`src/rtl/vga_timing_gen.sv`:
```
`default_nettype none
// ============================================================================
// Module   : vga_timing_gen
// Purpose  : Cascaded horizontal/vertical pixel counters with registered VGA
//            sync, blanking and line/frame strobes, all aligned to the counters.
//            Define VGA_TIMING_FRAME_CNT_EN to add the completed-frame counter.
// Revision : 1.0 - initial release
// ============================================================================
module vga_timing_gen #(
  parameter int CNT_W     = 12,
  parameter int H_ACTIVE  = 640,
  parameter int H_FP      = 16,
  parameter int H_SYNC    = 96,
  parameter int H_BP      = 48,
  parameter int V_ACTIVE  = 480,
  parameter int V_FP      = 10,
  parameter int V_SYNC    = 2,
  parameter int V_BP      = 33,
  parameter bit HSYNC_POL = 1'b0,
  parameter bit VSYNC_POL = 1'b0,
  parameter int FRAME_W   = 8
) (
  input  logic             pix_clk,
  input  logic             rst_n,
  input  logic             en,
  output logic [CNT_W-1:0] hcount,
  output logic [CNT_W-1:0] vcount,
  output logic             hsync,
  output logic             vsync,
  output logic             video_on,
  output logic             line_end,
  output logic             frame_end
`ifdef VGA_TIMING_FRAME_CNT_EN
  ,
  output logic [FRAME_W-1:0] frame_cnt
`endif
);

  localparam int c_H_TOTAL = H_ACTIVE + H_FP + H_SYNC + H_BP;
  localparam int c_V_TOTAL = V_ACTIVE + V_FP + V_SYNC + V_BP;

  localparam logic [CNT_W-1:0] c_H_LAST     = CNT_W'(c_H_TOTAL - 1);
  localparam logic [CNT_W-1:0] c_V_LAST     = CNT_W'(c_V_TOTAL - 1);
  localparam logic [CNT_W-1:0] c_H_ACT      = CNT_W'(H_ACTIVE);
  localparam logic [CNT_W-1:0] c_V_ACT      = CNT_W'(V_ACTIVE);
  localparam logic [CNT_W-1:0] c_HS_START   = CNT_W'(H_ACTIVE + H_FP);
  localparam logic [CNT_W-1:0] c_HS_END     = CNT_W'(H_ACTIVE + H_FP + H_SYNC - 1);
  localparam logic [CNT_W-1:0] c_VS_START   = CNT_W'(V_ACTIVE + V_FP);
  localparam logic [CNT_W-1:0] c_VS_END     = CNT_W'(V_ACTIVE + V_FP + V_SYNC - 1);

  // Reject geometries the counters cannot represent.
  if ((c_H_TOTAL - 1) >= (1 << CNT_W)) begin : g_chk_h_width
    $error("vga_timing_gen: H_TOTAL-1 does not fit in CNT_W bits");
  end
  if ((c_V_TOTAL - 1) >= (1 << CNT_W)) begin : g_chk_v_width
    $error("vga_timing_gen: V_TOTAL-1 does not fit in CNT_W bits");
  end
  if (H_ACTIVE < 1 || H_FP < 1 || H_SYNC < 1 || H_BP < 1) begin : g_chk_h_zero
    $error("vga_timing_gen: horizontal timing parameters must be non-zero");
  end
  if (V_ACTIVE < 1 || V_FP < 1 || V_SYNC < 1 || V_BP < 1) begin : g_chk_v_zero
    $error("vga_timing_gen: vertical timing parameters must be non-zero");
  end
  if (FRAME_W < 1) begin : g_chk_frame_w
    $error("vga_timing_gen: FRAME_W must be at least 1");
  end

  logic [CNT_W-1:0] r_hcount;
  logic [CNT_W-1:0] r_vcount;
  logic             r_hsync;
  logic             r_vsync;
  logic             r_video_on;
  logic             r_line_end;
  logic             r_frame_end;

  logic             w_h_last;
  logic             w_v_last;
  logic [CNT_W-1:0] w_h_nxt;
  logic [CNT_W-1:0] w_v_nxt;
  logic             w_hs_act;
  logic             w_vs_act;
  logic             w_vid_nxt;
  logic             w_le_nxt;
  logic             w_fe_nxt;

  // Decode is taken from the next counter values so every registered output
  // lines up with the counter value it describes.
  always_comb begin
    w_h_last  = (r_hcount == c_H_LAST);
    w_v_last  = (r_vcount == c_V_LAST);
    w_h_nxt   = w_h_last ? '0 : r_hcount + 1'b1;
    w_v_nxt   = r_vcount;
    if (w_h_last) begin
      w_v_nxt = w_v_last ? '0 : r_vcount + 1'b1;
    end
    w_hs_act  = (w_h_nxt >= c_HS_START) && (w_h_nxt <= c_HS_END);
    w_vs_act  = (w_v_nxt >= c_VS_START) && (w_v_nxt <= c_VS_END);
    w_vid_nxt = (w_h_nxt < c_H_ACT) && (w_v_nxt < c_V_ACT);
    w_le_nxt  = (w_h_nxt == c_H_LAST);
    w_fe_nxt  = (w_h_nxt == c_H_LAST) && (w_v_nxt == c_V_LAST);
  end

  always_ff @(posedge pix_clk or negedge rst_n) begin
    if (!rst_n) begin
      r_hcount    <= '0;
      r_vcount    <= '0;
      r_hsync     <= ~HSYNC_POL;
      r_vsync     <= ~VSYNC_POL;
      r_video_on  <= 1'b1;
      r_line_end  <= 1'b0;
      r_frame_end <= 1'b0;
    end else if (en) begin
      r_hcount    <= w_h_nxt;
      r_vcount    <= w_v_nxt;
      r_hsync     <= w_hs_act ? HSYNC_POL : ~HSYNC_POL;
      r_vsync     <= w_vs_act ? VSYNC_POL : ~VSYNC_POL;
      r_video_on  <= w_vid_nxt;
      r_line_end  <= w_le_nxt;
      r_frame_end <= w_fe_nxt;
    end
  end

  assign hcount    = r_hcount;
  assign vcount    = r_vcount;
  assign hsync     = r_hsync;
  assign vsync     = r_vsync;
  assign video_on  = r_video_on;
  assign line_end  = r_line_end;
  assign frame_end = r_frame_end;

`ifdef VGA_TIMING_FRAME_CNT_EN
  logic [FRAME_W-1:0] r_frame_cnt;

  // Counts on the edge that leaves the terminal (last pixel, last line) state.
  always_ff @(posedge pix_clk or negedge rst_n) begin
    if (!rst_n) begin
      r_frame_cnt <= '0;
    end else if (en && w_h_last && w_v_last) begin
      r_frame_cnt <= r_frame_cnt + 1'b1;
    end
  end

  assign frame_cnt = r_frame_cnt;
`endif

endmodule
`default_nettype wire

```
`config.mk`:
```
export PLATFORM = sky130hd
export DESIGN_NAME = vga_timing_gen
export DESIGN_NICKNAME = d
export VERILOG_FILES = /design/src/rtl/vga_timing_gen.sv
export SDC_FILE = /design/constraint.sdc
export NUM_CORES = 1
export LEC_CHECK = 0
export CAP_MARGIN = 10
export CORE_AREA = 4 4 74 76
export CTS_BUF_LIST = sky130_fd_sc_hd__clkbuf_4 sky130_fd_sc_hd__clkbuf_8
export DETAILED_ROUTE_END_ITERATION = 6
export DIE_AREA = 0 0 78 80
export GPL_TIMING_DRIVEN = 1
export PLACE_DENSITY = 0.68
export SLEW_MARGIN = 15
export SYNTH_ARGS = -nofsm -noshare
export SYNTH_HDL_FRONTEND = slang
export SYNTH_SLANG_ARGS = --single-unit
export TNS_END_PERCENT = 30
```
`constraint.sdc`:
```
create_clock -name pix_clk -period 2.25 [get_ports pix_clk]
set_input_delay 0.225 -clock pix_clk [delete_from_list [all_inputs] [get_ports pix_clk]]
set_output_delay 0.225 -clock pix_clk [all_outputs]
set_load 0.02 [all_outputs]
```
# [Word level (Yosys, flattened, before mapping)]
# Index checks and enable logic that the tools add are counted.
[totals] input_bits=3 output_inout_bits=29 wordCells=28 register_bits=29
[op_classes] eq_ne=4 muxes=5 reduce_logical=4 addsub=2 magnitude_cmp=6
[ops] op="== test 12 x 10 -> 1 bit (second input constant)" n=4
[ops] op="two-way mux 12 bit" n=3
[ops] op="adder 12 x 1 -> 12 bit (second input constant)" n=2
[ops] op="greater-or-equal comparator 12 x 10 -> 1 bit (second input constant)" n=1
[ops] op="greater-or-equal comparator 12 x 9 -> 1 bit (second input constant)" n=1
[ops] op="<= comparator 12 x 10 -> 1 bit (second input constant)" n=1
[ops] op="<= comparator 12 x 9 -> 1 bit (second input constant)" n=1
[ops] op="< comparator 12 x 10 -> 1 bit (second input constant)" n=1
[ops] op="< comparator 12 x 9 -> 1 bit (second input constant)" n=1
[ops] op="logical AND 1 bit" n=4
[ops] op="two-way mux 1 bit" n=2

# [Logic depth before layout (Yosys ltp)]
[logic_depth] ltp_word=6 mapped_depth=9 depth_no_buf=8

# [Worst setup path after synthesis]
# No wires, ideal clock.
[synth_timing] kind="register to register" startpoint="reg r_vcount[0] (netlist: vcount[0])" endpoint="reg r_frame_end (netlist: frame_end)" required_time_ps=2183 setup_slack_ps=-7 path_stages_with_launch=9 setup_time_ps=67 arrival_time_ps=2190 path_cell_list="dfrtp_1 -> ha_1 -> clkbuf_2 -> nand3_1 -> or2_1 -> or3_1 -> a221oi_1 -> and4_1 -> a32o_1"
[synth_via] elab_chain_cells=5 word_cells_on_any_way=6 classes_between="1 x add/sub; 2 x eq/ne; 2 x mux; 1 x reduce/logical"
[synth_lines] element="start: declaration" line="69" source="logic [CNT_W-1:0] r_vcount;"
[synth_lines] element="start signal: assignment" line="114" source="r_vcount <= w_v_nxt;"
[synth_lines] element="adder 12 x 1 -> 12 bit or == test 12 x 10 -> 1 bit (tied branches)" line="94, 90"
[synth_lines] element="two-way mux 12 bit" line="94" source="w_v_nxt = w_v_last ? '0 : r_vcount + 1'b1;"
[synth_lines] element="two-way mux 12 bit *" line="93" source="if (w_h_last) begin"
[synth_lines] element="== test 12 x 10 -> 1 bit *" line="100" source="w_fe_nxt = (w_h_nxt == c_H_LAST) && (w_v_nxt == c_V_LAST);"
[synth_lines] element="logical AND 1 bit *" line="100"
[synth_lines] element="end signal: assignment" line="119" source="r_frame_end <= w_fe_nxt;"
[synth_lines] element="end: declaration" line="74" source="logic r_frame_end;"
# Every way passes the cells marked *; elsewhere a longest branch is shown, timed or not.
# A chain may end at the register's enable or synchronous reset.

# [Worst setup path in the final report]
[layout_timing] startpoint="reg r_hcount[11] (netlist: hcount[11])" endpoint="reg r_frame_end (netlist: frame_end)"
[layout_via] elab_chain_cells=4 word_cells_on_any_way=7 classes_between="1 x add/sub; 3 x eq/ne; 2 x mux; 1 x reduce/logical"
[layout_lines] element="start: declaration" line="68" source="logic [CNT_W-1:0] r_hcount;"
[layout_lines] element="start signal: assignment" line="113" source="r_hcount <= w_h_nxt;"
[layout_lines] element="adder 12 x 1 -> 12 bit or == test 12 x 10 -> 1 bit (tied branches)" line="91, 89"
[layout_lines] element="two-way mux 12 bit (on tied branches)" line="91, 93"
[layout_lines] element="== test 12 x 10 -> 1 bit" line="100"
[layout_lines] element="logical AND 1 bit *" line="100"
# Marked as above.

==> flow_metrics.py <==
metrics = {
    "synth": {
        "synth_mux_area_frac": 0.00979,
        "synth_compound_area_frac": 0.195,
        "synthAdderAreaFrac": 0.0245,
        "synth_fp_nets": 252,
        "synth_edf_count": 0,
        "synth_xor_area_frac": 0.0685,
        "syn_inst": 245,
        "ys_ff_latch": 29,
        "synth_ff_type": "dfrtp_1",
        "ys_types": 53,
        "synth-simple-area-share": 0.280,
        "synth_top_family_by_area": "simple AND/OR/NAND/NOR gates",
        "yosys_warnings": 0,
        "synth-seq-area-share": 0.357,
        "synth_area_um2": 2040,
        "syn_area_per_cell_um2": 8.34,
        "async_flop_share": 1.00,
    },
    "sta": {
        "min_period_ns": 2.19,
        "maxSlewViolCount": 0,
        "fin_skew_ns": 0.00383,
        "whs_ns": 0.334,
        "clock.fmax_mhz": 456,
        "period_share": 0.974,
        "hold_violations": 0,
        "tightest_slew_ns": 0.395,
        "maxSlewHeadroom": 0.736,
        "finalSetupViolations": 0,
    },
    "final_layout": {
        "n_antenna_cell": 0,
        "drive_above_1_share": 0.219,
        "final_cells": 369,
        "nets": 308,
        "final_core_util": 0.594,
        "syn_to_final_growth_pct": 37.2,
        "nFillCells": 430,
    },
    "clock_tree": {
        "insertion_delay_ns": 0.28,
        "htree_levels": 2,
        "clock_sinks": 29,
        "ctsHoldBuffers": 0,
        "cts_buffer_depth": 2,
        "cts_tree": "done",
        "cts_root_buffer": "clkbuf_8",
        "numCtsBuffers": 5,
        "clk_pin_slew_worst_paths_ns": 0.06,
    },
    "die": {
        "fp.coreArea_um2": 4720,
        "die_h_um": 80,
        "die-area_um2": 6240,
        "die_x_um": 78,
        "initial_utilization": 0.433,
        "io_pins": 32,
        "fp-row-count": 25,
    },
    "worst_setup_path": {
        "crit_arrival_ns": 2.36,
        "path_buf_inv": 1,
        "r2r_end": "frame_end",
        "crit_cells": 7,
        "cp_common_cell": "a21oi_2",
        "worst_r2r_path_depth": 7,
        "crit_path_max_incr_delay_ns": 0.44,
        "rr_startpoint": "hcount[11]",
        "critPathLaunchType": "register",
        "cp_cell_sequence": "buf_4 > or4_4 > nor4_4 > nand2_1 > a21oi_2 > a21oi_2 > a32o_1",
        "crit_path_top_delay_cell": "or4_4",
        "worstSetupEndpointType": "register",
        "path_max_fanout": 5,
        "r2r_setup_slack_ns": 0.06,
        "cp.required_ns": 2.42,
        "criticalPathCategory": "reg -> reg",
        "path_delay_family": "simple AND/OR/NAND/NOR gates",
    },
    "routing": {
        "wirelength_um": 5830,
        "first_iter_violations": 142,
        "wl_per_cell_um": 15.8,
        "antenna_left": 0,
        "drc": 0,
        "drt_pre_antenna_iters": 4,
        "vias": 2052,
        "via_per_inst": 5.56,
    },
    "power": {
        "power_density_nw_per_um2": 684,
        "ir_drop_uv": 419,
        "total_power_uw": 1920,
        "p_leak_uw": 0.00112,
    },
    "placed_design": {
        "numPortBuffers": 31,
        "dp_hpwl_um": 4120,
        "gp_congestion": 0.823,
        "placed_cells": 356,
    },
    "global_routing": {
        "grt_overflow": 0,
        "antenna_found_initial": 0,
        "grt_max_degree": 30,
        "grt_pass1_wl_um": 9640,
        "track_usage": 0.197,
        "first_global_vias": 1944,
    },
    "status": {
        "outcome": "complete, no violations",
    },
    "hold_path": {
        "hold_path_class": "in -> async",
    },
    "run": {
        "drv_cap": 0,
    },
}
==> through the flow <==
step / setup WS [ns] / area [um2] / TNS (ns)
finish: 0.0576 / 2810 / 0
global route: -0.0141 / 2810 / -0.0243
CTS: 0.0379 / 2700 / 0
detailed placement: -0.0146 / 2600 / -0.0212
global placement: 0.0100 / 2600 / 0
floorplan: 0.0147 / 2050 / 0
==> per-layer routing <==
layer / up-vias / GRT usage / routed length [um]
met5: - / 0 / 0
met3: 12 / 0.0418 / 192
met2: 54 / 0.319 / 2830
li1: 1006 / - / -
met1: 980 / 0.259 / 2690
met4: 0 / 0.0734 / 123
==> cell usage in the layout (no fill, tap or decap), types with 5 or more instances in the layout <==
cell             netlist  final
nand3_1               13     13
o21ai_0               19     19
xnor2_1               11     11
clkdlybuf4s50_1        0     31
xor2_1                 5      5
nor3_1                 8      6
and3_1                 5      5
inv_1                  6      6
o31ai_1                7      7
clkbuf_8               0      6
dfrtp_1               26     25
buf_4                  1     37
a21oi_1               13     11
nand4_1                9      9
nand2_1               23     23
nor2_1                19     17
==> kinds of logic (layout without fill, tap and decap cells) <==
logic type	Yosys count	count (layout)
compound gates	63	63
xor+xnor	16	16
mux	2	2
simple gates	104	104
flops	29	29
buf+inv	27	84
fa+ha+maj	4	4
==> worst max path at each step <==
stage	slack (ns)	from	to
final	0.06	hcount[11]	frame_end
after global routing	-0.01	hcount[11]	frame_end
after CTS	0.04	vcount[0]	vsync
after detailed placement	-0.01	vcount[0]	frame_end
after global placement	0.01	vcount[0]	vsync
after floorplan	0.01	hcount[1]	frame_end
==> report_power, final <==
| part | internal [uW] | leakage, uW | switching (uW) |
|---|---|---|---|
| combinational | 365 | 0.000701 | 411 |
| clock | 273 | 0.0000523 | 203 |
| sequential | 592 | 0.000368 | 75.8 |
==> final cells by class <==
cell class	instances	area, um2	share of cell area
Inverter	6	22.5	0.00803
Sequential cell	29	731	0.260
Clock buffer	8	97.6	0.0348
Multi-Input combinational cell	189	1240	0.441
Timing Repair Buffer	70	633	0.226
Tap cell	67	83.8	0.0299
==> what timing repair did <==
item | in CTS | in global routing
pin swaps | 1 | 2
gates cloned | 0 | 1
buffers inserted | 1 | 3
endpoints found under the setup margin | 2 | 4
resized for setup | 0 | 13
hold endpoints to repair | 0 | 0
==> sequential cells by signal, indices dropped and copies added, names as in the netlist <==
register / flops
hsync: 1
frame_end: 1
video_on: 1
line_end: 1
hcount: 12
vsync: 1
vcount: 12
==> synth_stat cells, drive strengths merged (3+ instances only) <==
cell type   n  area [um2]
nor2       19        71.3
xor2        5        43.8
a21oi      13        65.1
and3        5        31.3
nand4       9        56.3
nand2      23        86.3
nand4b      3        26.3
inv         6        22.5
nand3      13        65.1
or3         3        18.8
dfstp       3        78.8
nand2b      4        25.0
a31oi       4        25.0
buf        11        68.8
o31ai       7        52.6
dfrtp      26         651
o21ai      20         100
clkbuf     10        41.3
nor3        8        40.0
and4        4        35.0
ha          4        50.1
xnor2      11        96.3
nor4        3        33.8
No activity file was read; power rests on OpenSTA's default activity.
